<file path="config.mk">
export PLATFORM = sky130hd
export DESIGN_NAME = restoring_divider_8bit_flat
export DESIGN_NICKNAME = d
export VERILOG_FILES = /design/src/rtl/restoring_divider_8bit_if.sv /design/src/rtl/restoring_divider_8bit.sv /design/src/flat_wrapper.sv
export SDC_FILE = /design/constraint.sdc
export NUM_CORES = 1
export LEC_CHECK = 0
export CORE_ASPECT_RATIO = 0.7
export CORE_MARGIN = 3
export CORE_UTILIZATION = 35
export DETAILED_ROUTE_END_ITERATION = 12
export MAX_ROUTING_LAYER = met4
export PLACE_DENSITY = 0.58
export SLEW_MARGIN = 10
export SYNTH_ARGS = -nofsm -noshare
export SYNTH_HDL_FRONTEND = slang
export SYNTH_SLANG_ARGS = --single-unit
export TNS_END_PERCENT = 20
</file>
<file path="constraint.sdc">
create_clock -name clk -period 2.5 [get_ports clk]
set_clock_uncertainty 0.1 [all_clocks]
set_input_delay 0.5 -clock clk [delete_from_list [all_inputs] [get_ports clk]]
set_output_delay 0.5 -clock clk [all_outputs]
set_load 0.02 [all_outputs]
</file>
<file path="src/rtl/restoring_divider_8bit_if.sv">
// Handshake bundle for the restoring divider.
//   master: operand producer / result consumer (drives in_valid, dividend,
//           divisor, out_ready; observes in_ready, out_valid, quotient,
//           remainder, dbz)
//   slave : the divider itself
interface restoring_divider_8bit_if #(
    parameter int unsigned WIDTH = 8
);
    logic             in_valid;
    logic             in_ready;
    logic [WIDTH-1:0] dividend;
    logic [WIDTH-1:0] divisor;
    logic             out_valid;
    logic             out_ready;
    logic [WIDTH-1:0] quotient;
    logic [WIDTH-1:0] remainder;
    logic             dbz;

    modport master (
        output in_valid, dividend, divisor, out_ready,
        input  in_ready, out_valid, quotient, remainder, dbz
    );

    modport slave (
        input  in_valid, dividend, divisor, out_ready,
        output in_ready, out_valid, quotient, remainder, dbz
    );
endinterface

</file>
<file path="src/rtl/restoring_divider_8bit.sv">
// Sequential unsigned restoring divider, one quotient bit per clock.
// Operands enter on a valid/ready handshake, quotient/remainder leave on a
// second valid/ready handshake; one operation in flight at a time.
//   clk  : rising-edge clock
//   rst  : synchronous reset, active-high
//   bus  : restoring_divider_8bit_if.slave
//          in_valid/in_ready/dividend/divisor   operand side
//          out_valid/out_ready/quotient/remainder/dbz  result side
// Optional feature: define DIV_BY_ZERO_DETECT_EN to short-circuit a zero
// divisor straight to DONE with dbz=1; otherwise dbz is tied low and a zero
// divisor runs the normal iteration (which yields q=all ones, r=dividend).
module restoring_divider_8bit #(
    parameter int unsigned WIDTH = 8
) (
    input  logic                    clk,
    input  logic                    rst,
    restoring_divider_8bit_if.slave bus
);
    localparam int unsigned CNT_W = $clog2(WIDTH + 1);

    typedef enum logic [1:0] {
        IDLE = 2'd0,
        BUSY = 2'd1,
        DONE = 2'd2
    } state_e;

    state_e             state_q, state_d;
    logic [CNT_W-1:0]   count_q, count_d;
    logic [WIDTH-1:0]   rem_acc_q, rem_acc_d;
    logic [WIDTH-1:0]   q_acc_q, q_acc_d;
    logic [WIDTH-1:0]   dvs_q, dvs_d;
    logic [WIDTH-1:0]   quotient_q, quotient_d;
    logic [WIDTH-1:0]   remainder_q, remainder_d;
    logic               in_ready_q, in_ready_d;
    logic               out_valid_q, out_valid_d;
`ifdef DIV_BY_ZERO_DETECT_EN
    logic               dbz_q, dbz_d;
`endif

    logic [WIDTH-1:0]   shift_rem;
    logic [WIDTH-1:0]   shift_q;
    logic [WIDTH:0]     trial;

    // Next-state, datapath step and registered-output decode
    always_comb begin
        state_d     = state_q;
        count_d     = count_q;
        rem_acc_d   = rem_acc_q;
        q_acc_d     = q_acc_q;
        dvs_d       = dvs_q;
        quotient_d  = quotient_q;
        remainder_d = remainder_q;
`ifdef DIV_BY_ZERO_DETECT_EN
        dbz_d       = dbz_q;
`endif

        // {rem_acc,q_acc} << 1; rem_acc stays below 2^(step) so no bit is lost
        shift_rem = {rem_acc_q[WIDTH-2:0], q_acc_q[WIDTH-1]};
        shift_q   = {q_acc_q[WIDTH-2:0], 1'b0};
        // MSB of trial is the borrow of the trial subtraction
        trial     = {1'b0, shift_rem} - {1'b0, dvs_q};

        case (state_q)
            IDLE: begin
                if (bus.in_valid && in_ready_q) begin
                    rem_acc_d = '0;
                    q_acc_d   = bus.dividend;
                    dvs_d     = bus.divisor;
                    count_d   = '0;
`ifdef DIV_BY_ZERO_DETECT_EN
                    if (bus.divisor == '0) begin
                        quotient_d  = '1;
                        remainder_d = bus.dividend;
                        dbz_d       = 1'b1;
                        state_d     = DONE;
                    end else begin
                        dbz_d   = 1'b0;
                        state_d = BUSY;
                    end
`else
                    state_d = BUSY;
`endif
                end
            end

            BUSY: begin
                if (count_q == CNT_W'(WIDTH)) begin
                    // all WIDTH bits resolved: publish the accumulators
                    quotient_d  = q_acc_q;
                    remainder_d = rem_acc_q;
                    state_d     = DONE;
                end else begin
                    if (!trial[WIDTH]) begin
                        rem_acc_d = trial[WIDTH-1:0];
                        q_acc_d   = shift_q | WIDTH'(1);
                    end else begin
                        rem_acc_d = shift_rem;
                        q_acc_d   = shift_q;
                    end
                    count_d = count_q + CNT_W'(1);
                end
            end

            DONE: begin
                if (bus.out_ready) begin
                    state_d = IDLE;
                end
            end

            default: begin
                state_d = IDLE;
            end
        endcase

        in_ready_d  = (state_d == IDLE);
        out_valid_d = (state_d == DONE);
    end

    // State and datapath registers
    always_ff @(posedge clk) begin
        if (rst) begin
            state_q     <= IDLE;
            count_q     <= '0;
            rem_acc_q   <= '0;
            q_acc_q     <= '0;
            dvs_q       <= '0;
            quotient_q  <= '0;
            remainder_q <= '0;
            in_ready_q  <= 1'b1;
            out_valid_q <= 1'b0;
`ifdef DIV_BY_ZERO_DETECT_EN
            dbz_q       <= 1'b0;
`endif
        end else begin
            state_q     <= state_d;
            count_q     <= count_d;
            rem_acc_q   <= rem_acc_d;
            q_acc_q     <= q_acc_d;
            dvs_q       <= dvs_d;
            quotient_q  <= quotient_d;
            remainder_q <= remainder_d;
            in_ready_q  <= in_ready_d;
            out_valid_q <= out_valid_d;
`ifdef DIV_BY_ZERO_DETECT_EN
            dbz_q       <= dbz_d;
`endif
        end
    end

    assign bus.in_ready  = in_ready_q;
    assign bus.out_valid = out_valid_q;
    assign bus.quotient  = quotient_q;
    assign bus.remainder = remainder_q;
`ifdef DIV_BY_ZERO_DETECT_EN
    assign bus.dbz       = dbz_q;
`else
    assign bus.dbz       = 1'b0;
`endif

endmodule

</file>
<file path="src/flat_wrapper.sv">
// flat-port wrapper written by rule: the top's interface ports become plain ports
module restoring_divider_8bit_flat 
#(
    parameter int unsigned WIDTH = 8
)
  (clk, rst, bus_in_valid, bus_dividend, bus_divisor, bus_out_ready, bus_in_ready, bus_out_valid, bus_quotient, bus_remainder, bus_dbz);
  restoring_divider_8bit_if #(.WIDTH(WIDTH)) bus_i ();
  input  logic clk;
  input  logic rst;
  input wire logic [$bits(bus_i.in_valid)-1:0] bus_in_valid;
  input wire logic [$bits(bus_i.dividend)-1:0] bus_dividend;
  input wire logic [$bits(bus_i.divisor)-1:0] bus_divisor;
  input wire logic [$bits(bus_i.out_ready)-1:0] bus_out_ready;
  output wire logic [$bits(bus_i.in_ready)-1:0] bus_in_ready;
  output wire logic [$bits(bus_i.out_valid)-1:0] bus_out_valid;
  output wire logic [$bits(bus_i.quotient)-1:0] bus_quotient;
  output wire logic [$bits(bus_i.remainder)-1:0] bus_remainder;
  output wire logic [$bits(bus_i.dbz)-1:0] bus_dbz;
  assign bus_i.in_valid = bus_in_valid;
  assign bus_i.dividend = bus_dividend;
  assign bus_i.divisor = bus_divisor;
  assign bus_i.out_ready = bus_out_ready;
  assign bus_in_ready = bus_i.in_ready;
  assign bus_out_valid = bus_i.out_valid;
  assign bus_quotient = bus_i.quotient;
  assign bus_remainder = bus_i.remainder;
  assign bus_dbz = bus_i.dbz;
  restoring_divider_8bit #(.WIDTH(WIDTH)) u_core (.clk(clk), .rst(rst), .bus(bus_i));
endmodule
</file>
-- After elaboration in Yosys (flattened, before gate mapping)
Index checks and enable logic that the tools add are counted.
- input bits: 20
- bits in registers: 48
- logic and storage cells: 39
- output and inout bits: 19
- equal/unequal tests: 6
- reduce and logical (&&, ||, !) cells: 7
- add/sub/neg operators: 2
- muxes and demuxes: 15
- operator list (kind ; number):
    8-bit two-way mux ; 5
    8-bit case mux with 2 select lines ; 2
    8-bit by 8-bit subtractor with 9-bit output ; 1
    4-bit two-way mux ; 2
    4-bit case mux with 2 select lines ; 1
    2-bit two-way mux ; 3
    2-bit case mux with 3 select lines ; 1
    4-bit by 1-bit adder with 4-bit output (second input constant) ; 1
    2-bit equality test (second input constant) ; 2
    4-bit equality test (second input constant) ; 1
    2-bit logical NOT ; 2
    2-bit AND reduction ; 2
    3-bit AND reduction ; 1
    2-bit by 1-bit equality test with 1-bit output (second input constant) ; 1
    2-bit by 1-bit != test with 1-bit output (second input constant) ; 1
    2-bit != test (second input constant) ; 1
    2-bit nonzero test ; 1
    1-bit logical AND ; 1
    1-bit two-way mux ; 1

-- Logic depth before layout (Yosys ltp)
- depth in word-level cells: 4
- mapped depth: 10
- depth with buffers taken out: 9

-- Least setup slack after synthesis
No wires, ideal clock.
- path type: reg-to-reg
- start: register u_core.q_acc_q[7]
- end: register u_core.rem_acc_q[5]
- library setup time: 0.125 ns
- period minus slack after synthesis: 2.177 ns
- slack: 0.323 ns
- data arrival time: 1.952 ns
- stages on the path, launching flop included: 10
- buffers on the path: 1
- data required time: 2.275 ns
- cell sequence: dfxtp_1 inv_1 ha_1 fa_1 nand2b_1 a21oi_1 o21ai_2 buf_2 a32oi_1 o31ai_1
- cells in the longest elaborated chain, start to end: 4
- ends and longest elaborated chain (what ; line ; text):
    from (decl) ; restoring_divider_8bit.sv:30 ; logic [WIDTH-1:0] q_acc_q, q_acc_d;
    from (signal assigned) ; restoring_divider_8bit.sv:138 ; q_acc_q <= q_acc_d;
    8-bit by 8-bit subtractor with 9-bit output ; restoring_divider_8bit.sv:61 ; trial = {1'b0, shift_rem} - {1'b0, dvs_q};
    8-bit two-way mux ; restoring_divider_8bit.sv:93 ; if (!trial[WIDTH]) begin
    8-bit two-way mux ; restoring_divider_8bit.sv:87 ; if (count_q == CNT_W'(WIDTH)) begin
    8-bit case mux with 2 select lines ; restoring_divider_8bit.sv:63 ; case (state_q)
    to (signal assigned) ; restoring_divider_8bit.sv:137 ; rem_acc_q <= rem_acc_d;
    to (decl) ; restoring_divider_8bit.sv:29 ; logic [WIDTH-1:0] rem_acc_q, rem_acc_d;
Every way passes these cells. The select of a mux whose other input is x is not followed.
A chain may end at the register's enable or synchronous reset.

-- Worst setup path in the final report
- start: register u_core.q_acc_q[7]
- end: register u_core.rem_acc_q[6]
Same word-level chain as after synthesis.

==> metrics.txt <==
DR iter-0 viols=116; DP Area=2750 um^2; first-pass iteration count of the detailed router=4; Hold Path Class=flop to flop; CTS sink count=48; clock-pin slew of the registers on the worst-case setup and hold paths=0.09 ns; Tot Pwr=1.942 mW; HPWL after detailed placement=3.984 mm; #FFs+latches synth=48; mapped cell area=2288 um^2; clk root buf=clkbuf_8; setup bufs post-CTS=0; Logic pwr share=21.8%; Via density=5.124; RSZ-0062 raised after global routing=no; post-DR wirelength/cell=13.50 um; I/O pin count=39; antenna cells=0; post-route cell area=2907 um^2; switching power=552.3 uW; first-pass GRT wire length=9.225 mm; Worst Setup EP=u_core.rem_acc_q[6]; CP max FO=4; Setup CP Type=flop to flop; Main synth FF type=dfxtp_1; commonest non-fill, non-tap cell in the layout=nand2_1; TritonCTS buffer count=5; FF-to-FF path depth=9; internal power=1.389 mW; largest area contributor in the netlist=dfxtp_1; post-route clock period utilization=88.31%; gpl congestion=0.8766; Total Routing Usage GR=15.91%; Sw Share=28.45%; Static Leakage=1.086 nW; CTS tree=yes; Mean Syn Cell Area=8.173 um^2; DR vias=2024; Synth Instances=280; asr flop ratio synth=0%; clock share of power=35.0%; ranking of synthesized cells by area=dfxtp_1 42%, nand2_1 11%, a21oi_1 6.8%; grt total ovfl=0; reg-to-reg critical path startpoint=u_core.q_acc_q[7]; WP data required=2.65 ns; Synth-to-Final Area Change=27.01%; Die Y=73.65 um; Yosys warnings=0; Core ar.=6015 um^2; Pwr per Cell Area=668.0 nW/um^2; final hold violation count=0; critical path startpoint=u_core.q_acc_q[7]; Die Area=7560 um^2; max_cap viols=0; DRC errors left=0; Period minus WS final=2.208 ns; Min Hold Slack=0.3560 ns; nets@finish=350; H-tree levels=2; Buffers on Ports=37; commonest cells after routing, fill and taps aside=68 x nand2_1, 47 x dfxtp_1, 37 x clkdlybuf4s50_1, 30 x a21oi_1, 23 x nor2_1; critical path capture point type=flop; CP arrival=2.36 ns; largest net degree at the start of global routing=25; initial antenna violation count=0; f_max=0.4529 GHz; Clock Latency Late Sink=0.31 ns; Routed Antenna Nets=0; Max clock buf depth=2; share of Yosys cell area claimed by the top area cell type=41.99%; # setup viols final=0; sequential share of power=43.2%; Mapped Nets=311; outcome=complete, no violations; register area share after synthesis=41.99%; Total Wirelength=5.332 mm; fin. max-slew vios=0; Initial Util=38.05%; reg-to-reg endpoint=u_core.rem_acc_q[6]; VDD IR-drop max=0.2644 mV; final setup TNS=0 ns; row count=23; vias in the first global route=1983; Post-Route Utilization=48.33%; Worst setup SP type=flop; FF-to-FF setup slack=0.29 ns; number of flops mapped to enable cells by yosys=0; DIE WIDTH=102.6 um; Cell variety after synth=46; share of cells above drive strength 1=9.063%
area by class of cell:
type / count / area (um^2)
Fill cell: 580 / 3108
Multi-Input combinational cell: 204 / 1222
Sequential cell: 48 / 962.2
Timing Repair Buffer: 46 / 437.9
Tap cell: 75 / 93.84
Clock buffer: 5 / 68.82
Clock inverter: 3 / 68.82
Inverter: 14 / 52.55
power by group through the flow:
| stage | Clock [mW] | Combinational (mW) | Sequential, mW |
|---|---|---|---|
| after detailed placement | 0 | 0.410 | 0.857 |
| after CTS | 0.695 | 0.412 | 0.839 |
| after floorplan | 0 | 0.289 | 0.846 |
| final | 0.679 | 0.424 | 0.839 |
| after global placement | 0 | 0.405 | 0.856 |
| after global routing | 0.720 | 0.477 | 0.847 |
how the worst min path moves through the flow:
stage                                 start                      end  slack, ns  cells after the start
detailed placement      u_core.rem_acc_q[7]  u_core.bus.remainder[7]       0.35                      2
global route                u_core.dvs_q[2]          u_core.dvs_q[2]       0.38                      2
global placement     u_core.bus.quotient[4]   u_core.bus.quotient[4]       0.35                      2
finish              u_core.bus.remainder[4]  u_core.bus.remainder[4]       0.36                      2
CTS                 u_core.bus.remainder[4]  u_core.bus.remainder[4]       0.36                      2
floorplan               u_core.rem_acc_q[7]  u_core.bus.remainder[7]       0.33                      2
worst max-delay path: stages (launching register included):
cell       delay, ns
dfxtp_2         0.36
inv_1           0.05
ha_1            0.19
fa_1            0.40
nand2b_1        0.21
a21oi_4         0.18
o21ai_0         0.15
a2111oi_2       0.38
a31oi_1         0.07
nand2_1         0.07
Yosys cell counts (2+ instances only):
cell / n
a211oi_1: 7
a211oi_2: 2
a21oi_1: 31
a22o_1: 2
a31oi_1: 2
a32oi_1: 3
buf_2: 5
clkbuf_1: 6
dfxtp_1: 48
ha_1: 10
inv_1: 14
mux2i_1: 8
nand2_1: 68
nand3b_1: 2
nor2_1: 23
nor3_1: 3
nor3_4: 2
o211ai_1: 2
o21ai_0: 10
or3_1: 3
xor2_1: 4
metrics by stage:
| step | setup WS [ns] | cells |
|---|---|---|
| 5_1_grt | 0.05916 | 395 |
| 2_1_floorplan | 0.3235 | 280 |
| 3_5_place_dp | 0.1404 | 387 |
| 4_1_cts | 0.09649 | 395 |
| 6_report | 0.2922 | 395 |
| 3_3_place_gp | 0.2229 | 387 |
timing repair:
action / in CTS / in global routing
endpoints found under the setup margin: 0 / 9
hold buffers: 0 / 0
resized for setup: 0 / 5
endpoints found under the hold margin: 0 / 0
layer usage:
layer / GRT usage, % / wire, um / part of all wire (%) / vias to the layer above
met5: - / 0 / 0 / -
met2: 23.03 / 2261 / 42 / 42
met1: 22.25 / 2758 / 52 / 940
met4: 4.221 / 55 / 1.0 / 0
met3: 3.700 / 257 / 4.8 / 7
li1: - / - / - / 1035
sequential cells by signal, indices dropped and copies added, names as in the netlist:
name,count
u_core.dvs_q,8
u_core.state_q,2
u_core.q_acc_q,8
u_core.count_q,4
u_core.bus.remainder,8
u_core.bus.in_ready,1
u_core.bus.out_valid,1
u_core.rem_acc_q,8
u_core.bus.quotient,8
cells by family (layout without fill, tap and decap cells):
kind of cell             Yosys count  count (layout)  share of synthesized area (%)
buffers and inverters             28              68                          5.358
other                              1               1                         0.1639
adder cells (fa/ha/maj)           11              11                          6.342
XOR/XNOR                           5               5                          1.914
multiplexers                       8               8                          3.499
AO/OA/AOI/OAI                     70              70                          19.63
AND/OR/NAND/NOR                  109             109                          21.10
flip-flops                        48              48                          41.99
Note: power is estimated with default switching activity, not from simulation.
